File: src/rtl/yutorina_bus_arbiter_pkg.sv
// yutorina_bus_arbiter_pkg: shared bus constants, master indices and arbiter state type
package yutorina_bus_arbiter_pkg;
    localparam int BUS_MASTER_CNT    = 4;
    localparam int BUS_OWNER_W       = $clog2(BUS_MASTER_CNT);
    localparam int BUS_MAX_HOLD      = 64;
    localparam int BUS_OWNER_CPU_MEM = 0;
    localparam int BUS_OWNER_CPU_IF  = 1;
    localparam int BUS_OWNER_DMA     = 2;
    localparam int BUS_OWNER_DBG     = 3;
    typedef enum logic {ST_IDLE, ST_OWNED} arb_state_e;
endpackage

File: src/rtl/yutorina_rr_picker.sv
// yutorina_rr_picker: first eligible requester scanning upward from a start pointer with wrap
module yutorina_rr_picker #(
    parameter int N = 4,
    parameter int W = $clog2(N)
) (
    input  logic [N-1:0] i_req,
    input  logic [W-1:0] i_ptr,
    input  logic [N-1:0] i_excl,
    output logic         o_found,
    output logic [W-1:0] o_idx
);
    logic [N-1:0] w_elig;
    logic [W-1:0] w_idx [N];
    assign w_elig = i_req & ~i_excl;
    for (genvar j = 0; j < N; j++) begin : g_off
        logic [W:0] w_sum;
        assign w_sum = {1'b0, i_ptr} + (W+1)'(j);
        assign w_idx[j] = (w_sum >= (W+1)'(N)) ? W'(w_sum - (W+1)'(N)) : w_sum[W-1:0];
    end
    // scan from the far end so the closest eligible offset wins
    always_comb begin
        o_found = 1'b0;
        o_idx = '0;
        for (int i = N - 1; i >= 0; i--) begin
            if (w_elig[w_idx[i]]) begin
                o_found = 1'b1;
                o_idx = w_idx[i];
            end
        end
    end
endmodule

File: src/rtl/yutorina_bus_arbiter.sv
// yutorina_bus_arbiter: round-robin external bus arbiter with hold watchdog
// Grants are registered, active-low, and held until release or watchdog preemption.
module yutorina_bus_arbiter
    import yutorina_bus_arbiter_pkg::*;
#(
    parameter int NUM_MASTERS = BUS_MASTER_CNT,
    parameter int MAX_HOLD    = BUS_MAX_HOLD,
    parameter int OWNER_W     = $clog2(NUM_MASTERS)
) (
    input  logic                   clk,
    input  logic                   rst,
    input  logic [NUM_MASTERS-1:0] req_,
    output logic [NUM_MASTERS-1:0] grnt_,
    output logic [OWNER_W-1:0]     owner,
    output logic                   owner_vld,
    output logic                   timeout,
    output logic [OWNER_W-1:0]     timeout_id
);
    localparam int HC_W = $clog2(MAX_HOLD + 1);
    localparam logic [OWNER_W-1:0] LAST = OWNER_W'(NUM_MASTERS - 1);
    localparam logic [HC_W-1:0] HOLD_MAX = HC_W'(MAX_HOLD);

    arb_state_e r_state, w_state;
    logic [NUM_MASTERS-1:0] r_grnt_, w_grnt_, w_req, w_owner_oh, w_others, w_excl;
    logic [OWNER_W-1:0] r_owner, w_owner, r_ptr, w_ptr, r_tid, w_tid;
    logic [OWNER_W-1:0] w_succ, w_pick_ptr, w_pick_idx;
    logic [HC_W-1:0] r_hold, w_hold;
    logic r_timeout, w_timeout, w_owned, w_rel, w_exp, w_found;

    assign w_req      = ~req_;
    assign w_owned    = r_state == ST_OWNED;
    assign w_owner_oh = NUM_MASTERS'(1) << r_owner;
    assign w_others   = w_req & ~w_owner_oh;
    assign w_succ     = (r_owner == LAST) ? '0 : r_owner + 1'b1;
    assign w_rel      = w_owned && !w_req[r_owner];
    // a release on the same edge as expiry wins because expiry needs the owner still requesting
    assign w_exp      = w_owned && w_req[r_owner] && r_hold == HOLD_MAX && |w_others;
    assign w_pick_ptr = w_owned ? w_succ : r_ptr;
    assign w_excl     = w_owned ? w_owner_oh : '0;

    yutorina_rr_picker #(.N(NUM_MASTERS), .W(OWNER_W)) u_picker (
        .i_req  (w_req),
        .i_ptr  (w_pick_ptr),
        .i_excl (w_excl),
        .o_found(w_found),
        .o_idx  (w_pick_idx)
    );

    always_comb begin
        w_state = r_state;
        w_owner = r_owner;
        w_ptr = r_ptr;
        w_tid = r_tid;
        w_hold = r_hold;
        w_timeout = 1'b0;
        if (!w_owned || w_rel || w_exp) begin
            w_state = w_found ? ST_OWNED : ST_IDLE;
            w_owner = w_found ? w_pick_idx : r_owner;
            w_ptr = w_pick_ptr;
            w_hold = '0;
            w_timeout = w_exp;
            w_tid = w_exp ? r_owner : r_tid;
        end else begin
            w_hold = !(|w_others) ? '0 : (r_hold == HOLD_MAX) ? r_hold : r_hold + 1'b1;
        end
        w_grnt_ = (w_state == ST_OWNED) ? ~(NUM_MASTERS'(1) << w_owner) : '1;
    end

    always_ff @(posedge clk) begin
        if (rst) begin
            r_state <= ST_IDLE;
            r_owner <= '0;
            r_ptr <= '0;
            r_tid <= '0;
            r_hold <= '0;
            r_timeout <= 1'b0;
            r_grnt_ <= '1;
        end else begin
            r_state <= w_state;
            r_owner <= w_owner;
            r_ptr <= w_ptr;
            r_tid <= w_tid;
            r_hold <= w_hold;
            r_timeout <= w_timeout;
            r_grnt_ <= w_grnt_;
        end
    end

    assign grnt_      = r_grnt_;
    assign owner      = r_owner;
    assign owner_vld  = w_owned;
    assign timeout    = r_timeout;
    assign timeout_id = r_tid;
endmodule

File: config.mk
export PLATFORM = sky130hd
export DESIGN_NAME = yutorina_bus_arbiter
export DESIGN_NICKNAME = d
export VERILOG_FILES = /design/src/rtl/yutorina_bus_arbiter_pkg.sv /design/src/rtl/yutorina_rr_picker.sv /design/src/rtl/yutorina_bus_arbiter.sv
export SDC_FILE = /design/constraint.sdc
export NUM_CORES = 1
export LEC_CHECK = 0
export CAP_MARGIN = 10
export CORE_MARGIN = 4
export CORE_UTILIZATION = 43
export DETAILED_ROUTE_END_ITERATION = 7
export PLACE_DENSITY = 0.65
export RECOVER_POWER = 50
export SYNTH_ARGS = -nofsm -noshare
export SYNTH_HDL_FRONTEND = slang
export SYNTH_HIERARCHICAL = 1
export SYNTH_SLANG_ARGS = --single-unit
export TNS_END_PERCENT = 20
File: constraint.sdc
create_clock -name clk -period 2.5 [get_ports clk]
set_clock_uncertainty 0.2 [all_clocks]
set_input_delay 0.375 -clock clk [delete_from_list [all_inputs] [get_ports clk]]
set_output_delay 0.375 -clock clk [all_outputs]
set_load 0.005 [all_outputs]
==> metrics, run 1 <==
outcome=complete, no violations; worst reg-to-reg setup slack=0.10 ns; initial antenna violation count=0; Synth Area per Inst=9.34 um^2; hold path depth=2; Synth Flop Type=dfxtp_1; Comb power frac=45.1%; Layout Area Growth over Synthesis=31.1%; register share of total power=37.8%; DR DRC count=0; num ports=16; CTS tree=yes; worst vdd ir=0.423 mV; switching power=327 uW; Slew headroom=65.4%; nature of the critical path endpoint=register; Hold EP=timeout_id[0]; register area share after synthesis=33.4%; DPL Wire Length=2010 um; Max FO, Critical Path=8; Net Count, Synth=134; final std cells w/o fill=180; Hold Buf Count CTS=0; period utilization=95.9%; startpoint types=register; total iterations of the first detailed-routing run=4; first-pass GRT wire length=4550 um; Period minus WS final=2.40 ns; Core Area=2500 um^2; I/O Buffers=15; clock sinks=19; grt ovf=0; CP arrival=2.37 ns; RSZ-0062 raised after global routing=true; Placed Area=1410 um^2; final core occ=59.8%; placement row count=18; clock power share=17.1%; die height=59.5 um; FF+latch count, synth=19; gp weighted congestion=0.916; commonest non-fill, non-tap cell in the layout=dfxtp_1; Finished Cell Area=1490 um^2; Synth Cell Area=1140 um^2; die extent in x=59.5 um; final net count=163; worst skew pair latency=0.29 ns; Cell Pwr Density=623 nW/um^2; Post-synth ARST share=0%; die area=3540 um^2; Cell Int Power=603 uW; number of placed instances, taps included=176; synthesized instance count=122; drt initial violations=34; count of cell types in the netlist=44; Reg-to-Reg Start=owner[0]; total track usage=16.6%; HP Class=reg -> reg; Synth warnings=6; Post CTS Setup Buffer Count=0; pin count of the biggest net entering global routing=12; clock slew at reported path FFs=0.11 ns; number of synthesized flops with an enable pin=0; Starting Density=45.6%; Tightest Pin Transition=0.519 ns; layout cells sized above 1=28.7%; f_max=417 MHz; clk buf depth=2; LEAKAGE=0.000566 uW; Slew Viols, Final=0; ant diodes=0; total power=930 uW; Routed WL=2750 um; HP Start=timeout_id[0]; routed len/inst=15.3 um; Resized cells post-CTS=0; H-tree depth=1; Final Hold Fails=0; reg2reg end=grnt_[0]; CTS buffer count=3; Max Cap Violations=0; CP required=2.47 ns; fillers=216; CTS root buffer=clkbuf_4; final setup fails=0; sw frac=35.1%; antenna violation net count after detailed routing=0; routed vias=997; worst reg2reg path depth=8; vias per cell=5.54; crit path kind=reg -> reg; vias in the first global route=1019; most frequent cells in the layout=dfxtp_1 (17), buf_4 (10), inv_1 (9)
[metrics by stage]
| stage | setup WS [ns] | hold slack, ns | TNS [ns] |
|---|---|---|---|
| after floorplan | 0.124 | 0.249 | 0 |
| after global placement | 0.0697 | 0.266 | 0 |
| after detailed placement | -0.0229 | 0.270 | -0.0229 |
| after CTS | 0.0368 | 0.284 | 0 |
| after global routing | -0.0360 | 0.322 | -0.0984 |
| final | 0.101 | 0.279 | 0 |
[cell type report]
type,count,area [um^2],area share [%]
clock buffer,3,22.5,1.51
sequential,19,383,25.6
inverter,11,41.3,2.76
timing repair buffer,26,229,15.3
clock inverter,1,5.00,0.335
tap,30,37.5,2.51
multi-input combinational,90,776,51.9
[how the worst max path moves through the flow]
stage	start	to	slack, ns	cells past startpoint
after floorplan	owner[0]	grnt_[1]	0.12	9
after global placement	req_[1]	grnt_[0]	0.07	8
after detailed placement	req_[1]	grnt_[0]	-0.02	8
after CTS	owner[1]	grnt_[0]	0.04	8
after global routing	owner[1]	grnt_[1]	-0.04	9
final	owner[0]	grnt_[0]	0.10	8
[worst max-delay path: stages, from the launching register on]
cell and delay (ns):
dfxtp_2 0.36, buf_4 0.16, nand2b_1 0.22, o22ai_1 0.21, nor4_4 0.37, nor4_4 0.08, buf_4 0.14, a2111oi_2 0.38
o211ai_1 0.16
[kinds of logic after synthesis]
kind of cell	count (synthesis)	synth area share, %
and+or+nand+nor	43	24.5
AOI/OAI and AO/OA	32	22.4
xor gates and xnor gates	6	4.61
muxes	3	3.62
buffers and inverters	13	4.94
adders and majority gates	6	6.59
DFF	19	33.4
[power groups by stage]
stage / clock, uW / combinational (uW) / sequential (uW)
CTS: 169 / 373 / 351
global route: 186 / 456 / 356
finish: 159 / 420 / 352
global placement: 0 / 363 / 358
floorplan: 0 / 214 / 372
detailed placement: 0 / 370 / 358
[cell usage after synthesis, types with 2 or more instances]
cell,n,area share [%]
nor3b_1,2,1.3
o22ai_1,3,1.6
o211ai_1,3,2.0
inv_1,11,3.6
and2_1,4,2.2
nor4_1,3,1.6
ha_1,6,6.6
xor2_1,2,1.5
o21ai_0,2,0.88
mux2_4,2,2.6
nor2_2,6,3.3
o21a_1,2,1.3
and3_1,2,1.1
nor2_1,2,0.66
dfxtp_1,19,33
nor3_1,4,1.8
nand3_1,6,2.6
nand2b_1,4,2.2
o2bb2ai_1,2,1.5
xnor2_1,4,3.1
nand2_1,4,1.3
a21oi_1,7,3.1
[sequential cells by signal (all words and copies together) (netlist names)]
signal and count:
r_ptr 2, r_hold 7, timeout 1, timeout_id 2, grnt_ 4, owner_vld 1, owner 2
[metal layers]
layer | GRT usage, % | vias to the layer above | wire length [um]
met2 | 29.6 | 22 | 1440
li1 | - | 498 | -
met3 | 3.05 | 2 | 109
met5 | 0 | - | 0
met4 | 3.88 | 0 | 10
met1 | 20.3 | 475 | 1190
Note: power is estimated with default switching activity, not from simulation.
==> inputs of run 2 (changes only) <==
--- a/config.mk
+++ b/config.mk
@@ -6,11 +6,13 @@
 export NUM_CORES = 1
 export LEC_CHECK = 0
 export CAP_MARGIN = 10
+export CORE_ASPECT_RATIO = 1.2
 export CORE_MARGIN = 4
 export CORE_UTILIZATION = 43
 export DETAILED_ROUTE_END_ITERATION = 7
 export PLACE_DENSITY = 0.65
 export RECOVER_POWER = 50
+export REMOVE_ABC_BUFFERS = 1
 export SYNTH_ARGS = -nofsm -noshare
 export SYNTH_HDL_FRONTEND = slang
 export SYNTH_HIERARCHICAL = 1
==> metrics, run 2 (same netlist as run 1, synthesis figures left out) <==
Layout Area Growth over Synthesis=34.5%; CTS tree=yes; pin count of the biggest net entering global routing=12 (unchanged); drt initial violations=13 (-62%); clk buf depth=2 (unchanged); die area=3540 um^2 (about the same); most frequent cells in the layout=dfxtp_1 (18), buf_4 (15), inv_1 (10); final net count=169 (+3.7%); num ports=16 (unchanged); clock slew at reported path FFs=0.11 ns (about the same); ant diodes=0 (unchanged); grt peak-use layer=met2; cell chain of the critical path=inv_1, ha_1, mux2_2, buf_4, nor4_4, nor4_4, buf_4, a2111oi_4, o211ai_1; outcome=complete, no violations; f_max=415 MHz (-0.56%); layout cells sized above 1=28.8% (+0.18 points); GR Util met2=31.5% (+1.9 points); HP Class=reg -> reg; hold_ws=0.287 ns (+0.00842 ns); Hold Buf Count CTS=0 (unchanged); Cell Pwr Density=616 nW/um^2 (-1.1%); die extent in x=55 um (-7.5%); H-tree depth=1 (unchanged); Slew Viols, Final=0 (unchanged); final setup fails=0 (unchanged); routed vias=1010 (+1.3%); nature of the critical path endpoint=register; DR DRC count=0 (unchanged); Placed Area=1440 um^2 (+2.5%); total track usage=18.0% (+1.4 points); placement row count=20 (+2); Post CTS Setup Buffer Count=0 (unchanged); Period minus WS final=2.41 ns (+0.0134 ns); CP arrival=2.39 ns (+0.02 ns); I/O Buffers=15 (unchanged); DPL Wire Length=2190 um (+9.1%); Max Cap Violations=0 (unchanged); most flop-heavy register=r_hold; vias in the first global route=1071 (+5.1%); max reg flops=7 (unchanged); Core Area=2530 um^2 (+1.1%); gp weighted congestion=0.886 (-3.3%); grt ovf=0 (unchanged); worst vdd ir=0.394 mV (-6.9%); Max stage delay on crit path=0.34 ns (-0.04 ns); die height=64.4 um (+8.3%); met3 GRT Util=5.36% (+2.3 points); period utilization=96.5% (+0.54 points); startpoint types=register; antenna violation net count after detailed routing=0 (unchanged); total iterations of the first detailed-routing run=4 (unchanged); Slew headroom=57.9% (-7.5 points); worst skew pair latency=0.30 ns (about the same); Starting Density=45.1% (-0.50 points); commonest non-fill, non-tap cell in the layout=dfxtp_1; Max FO, Critical Path=5 (-3); GRT met1 Usage=21.0% (+0.66 points); initial antenna violation count=0 (unchanged); slowest stage cell, crit path=dfxtp_1; first-pass GRT wire length=4730 um (+3.8%); crit path kind=reg -> reg; Final Hold Fails=0 (unchanged); CTS buffer count=3 (unchanged); clock sinks=19 (unchanged); CTS root buffer=clkbuf_4; CP required=2.48 ns (about the same); vias per cell=5.34 (-3.5%); Finished Cell Area=1530 um^2 (+2.6%); worst path buffer plus inverter count=3 (+1); Crit path max-delay family=compound AO/OA/AOI/OAI gates; LEAKAGE=0.000588 uW (+3.9%); Routed WL=2750 um (about the same); Tightest Pin Transition=0.629 ns (+0.109 ns); routed len/inst=14.6 um (-4.7%)
run 2: report_power, final:
group | switching, uW | internal [uW] | total, uW | leakage (uW)
clock | 98.1 | 59.6 | 158 | 0.0000177
sequential | 13.7 | 337 | 350 | 0.000155
combinational | 215 | 220 | 436 | 0.000415
run 2: through the flow:
step	worst slack, ns	power [uW]	utilization [%]	TNS, ns	std cells
floorplan	-0.210	571	-	-0.526	120
global placement	-0.0667	737	57.1	-0.126	185
detailed placement	-0.153	751	57.1	-0.364	185
CTS	-0.00830	916	58.9	-0.00830	189
global route	-0.00331	1000	60.6	-0.00331	189
finish	0.0881	944	60.6	0	189
run 2: layout make-up:
| cell class | count | area [um^2] |
|---|---|---|
| tap | 33 | 41.3 |
| timing repair buffer | 32 | 270 |
| inverter | 11 | 41.3 |
| fill | 229 | 995 |
| sequential | 19 | 382 |
| clock inverter | 1 | 5.00 |
| clock buffer | 3 | 22.5 |
| multi-input combinational | 90 | 771 |
run 2: final timing paths:
check,startpoint,endpoint,slack (ns),depth (start not counted)
max,owner[0],grnt_[0],0.09,9
min,timeout_id[1],timeout_id[1],0.29,2
max reg2reg,owner[0],grnt_[0],0.09,9
min reg2reg,timeout_id[1],timeout_id[1],0.29,2
run 2: worst register-to-register path: stages (launching register included):
cell       delay [ns]
dfxtp_1          0.34
inv_1            0.06
ha_1             0.29
mux2_2           0.28
buf_4            0.16
nor4_4           0.29
nor4_4           0.08
buf_4            0.16
a2111oi_4        0.29
o211ai_1         0.13
run 2: repair_timing:
action / in CTS / in global routing
gates resized for setup: 3 / 9
setup endpoints to repair: 3 / 5
pin swaps: 0 / 5
run 2: routing by layer:
metal | up-vias | part of all wire, %
met3 | 2 | 3.3
met1 | 477 | 41
li1 | 514 | -
met5 | - | 0
met2 | 17 | 55
met4 | 0 | 1.1
==> inputs of run 3 (changes only) <==
--- a/config.mk
+++ b/config.mk
@@ -5,12 +5,15 @@
 export SDC_FILE = /design/constraint.sdc
 export NUM_CORES = 1
 export LEC_CHECK = 0
+export ABC_CLOCK_PERIOD_IN_PS = 2500
 export CAP_MARGIN = 10
+export CELL_PAD_IN_SITES_DETAIL_PLACEMENT = 2
+export CELL_PAD_IN_SITES_GLOBAL_PLACEMENT = 2
 export CORE_ASPECT_RATIO = 1.2
 export CORE_MARGIN = 4
-export CORE_UTILIZATION = 43
+export CORE_UTILIZATION = 30
 export DETAILED_ROUTE_END_ITERATION = 7
-export PLACE_DENSITY = 0.65
+export PLACE_DENSITY = 0.72
 export RECOVER_POWER = 50
 export REMOVE_ABC_BUFFERS = 1
 export SYNTH_ARGS = -nofsm -noshare
==> metrics, run 3 (same netlist as run 1, synthesis figures left out) <==
slowest stage cell, crit path=a2111oi_2; Critical path origin=owner[0]; Slew headroom=71.2% (+13 points); placement row count=24 (+20%); fillers=407 (+78%); Starting Density=31.1% (-14 points); Finished Cell Area=1620 um^2 (+5.6%); pin count of the biggest net entering global routing=11 (-1); routed vias=1046 (+3.6%); Cell Pwr Density=654 nW/um^2 (+6.2%); outcome=complete, no violations; Routed WL=3520 um (+28%); CTS buffer count=3 (unchanged); Reg-to-Reg Start=owner[0]; Tightest Pin Transition=0.429 ns (-0.199 ns); vias in the first global route=1168 (+9.1%); final setup fails=0 (unchanged); clock slew at reported path FFs=0.07 ns (-0.04 ns); met3 GRT Util=3.10% (-2.3 points); grt ovf=0 (unchanged); area of the multi-input gates=811 um^2 (+5.2%); most frequent cells in the layout=dfxtp_1 (17), buf_4 (15), inv_1 (10); f_max=420 MHz (+1.3%); DR DRC count=0 (unchanged); total track usage=14.8% (-3.3 points); die extent in x=64.3 um (+17%); CTS tree=yes; gp weighted congestion=0.805 (-9.1%); routed len/inst=17.0 um (+17%); worst vdd ir=0.277 mV (-30%); LEAKAGE=0.000609 uW (+3.5%); register area=383 um^2 (+0.33%); Max stage delay on crit path=0.42 ns (+0.08 ns); grt peak-use layer=met2; antenna violation net count after detailed routing=0 (unchanged); GR Util met2=29.9% (-1.6 points); CTS root buffer=clkbuf_8; CP arrival=2.30 ns (-0.09 ns); commonest non-fill, non-tap cell in the layout=dfxtp_1; crit path kind=reg -> reg; num ports=16 (unchanged); period utilization=95.2% (-1.3 points); Hold Buf Count CTS=0 (unchanged); I/O Buffers=15 (unchanged); setup ws final=0.119 ns (+0.0313 ns); HP Class=reg -> reg; ant diodes=0 (unchanged); clock sinks=19 (unchanged); max reg flops=7 (unchanged); Slew Viols, Final=0 (unchanged); layout cells sized above 1=33.5% (+4.7 points); die area=4850 um^2 (+37%); final net count=168 (-0.59%); CP required=2.42 ns (-0.06 ns); DPL Wire Length=2590 um (+18%); vias per cell=5.05 (-5.4%); most flop-heavy register=r_hold; hold_ws=0.299 ns (+0.0121 ns); worst skew pair latency=0.25 ns (-0.05 ns); Layout Area Growth over Synthesis=42.0%; Period minus WS final=2.38 ns (-0.0313 ns); startpoint types=register; H-tree depth=1 (unchanged); Max FO, Critical Path=8 (+3); cell chain of the critical path=buf_4, ha_1, and2_1, nand2b_1, o2111ai_2, inv_1, a2111oi_2, o211ai_1; GRT met1 Usage=16.1% (-4.8 points); first-pass GRT wire length=5600 um (+19%); HP Start=timeout_id[1]; initial antenna violation count=0 (unchanged); Core Area=3660 um^2 (+45%); Final Hold Fails=0 (unchanged); Placed Area=1450 um^2 (+0.61%); nature of the critical path endpoint=register; Max Cap Violations=0 (unchanged); total iterations of the first detailed-routing run=4 (unchanged); Setup WS pre-CTS=-0.172 ns (-0.0191 ns); drt initial violations=19 (+6); worst reg-to-reg setup slack=0.12 ns (+0.03 ns); clk buf depth=2 (unchanged); die height=75.5 um (+17%)
## run 3: cell types whose count changed in the layout (fill, tap and decap cells not counted), moves of 2 or more
cell,previous run,this run
ha_1,6,4
clkbuf_8,0,3
clkbuf_4,3,0
dlygate4sd3_1,9,7
clkdlybuf4s50_1,6,8
## run 3: layer usage
metal / up-vias / wire (um)
met1: 537 / 1420
met5: - / 0
met4: 0 / 0
met3: 0 / 52
li1: 506 / -
met2: 3 / 2060
## run 3: worst max-delay path, delay by kind of cell (launching register included)
family / cells / cell delay, ns
adder cells (fa/ha/maj): 1 / 0.24
AO/OA/AOI/OAI: 3 / 0.76
flip-flops: 1 / 0.32
AND/OR/NAND/NOR: 2 / 0.37
buffers and inverters: 2 / 0.34
## run 3: power by group
group          internal, uW  leakage (uW)  switching, uW  total (uW)
clock network           113     0.0000228            100         214
registers               338      0.000156           15.1         353
logic                   247      0.000430            245         492
total                   698      0.000609            360        1060
## run 3: final timing paths
check                                      to  cells past startpoint
worst min register to register  timeout_id[1]                      2
worst min-delay path            timeout_id[1]                      2
worst max-delay path                 grnt_[0]                      8
worst max register to register       grnt_[0]                      8
## run 3: cell type report
type                    count  share of cell area, %
well taps                  52                   4.02
repair buffers             31                   16.9
flip-flops and latches     19                   23.6
inverters                  11                   2.55
multi-input cells          90                   50.1
clock buffers               4                   2.78
## run 3: through the flow
step | utilization (%) | power (uW) | cells | TNS (ns)
2_1_floorplan | - | 571 | 120 | -0.526
3_5_place_dp | 39.7 | 763 | 202 | -0.459
4_1_cts | 41.4 | 995 | 206 | 0
3_3_place_gp | 39.7 | 748 | 202 | -0.156
6_report | 44.2 | 1060 | 207 | 0
5_1_grt | 44.2 | 1130 | 207 | -0.000311
## run 3: repair_timing
action	in CTS	in global routing
pin swaps	1	4
setup endpoints to repair	4	6
cloned	0	0
buffers inserted	0	1
gates resized for setup	3	19
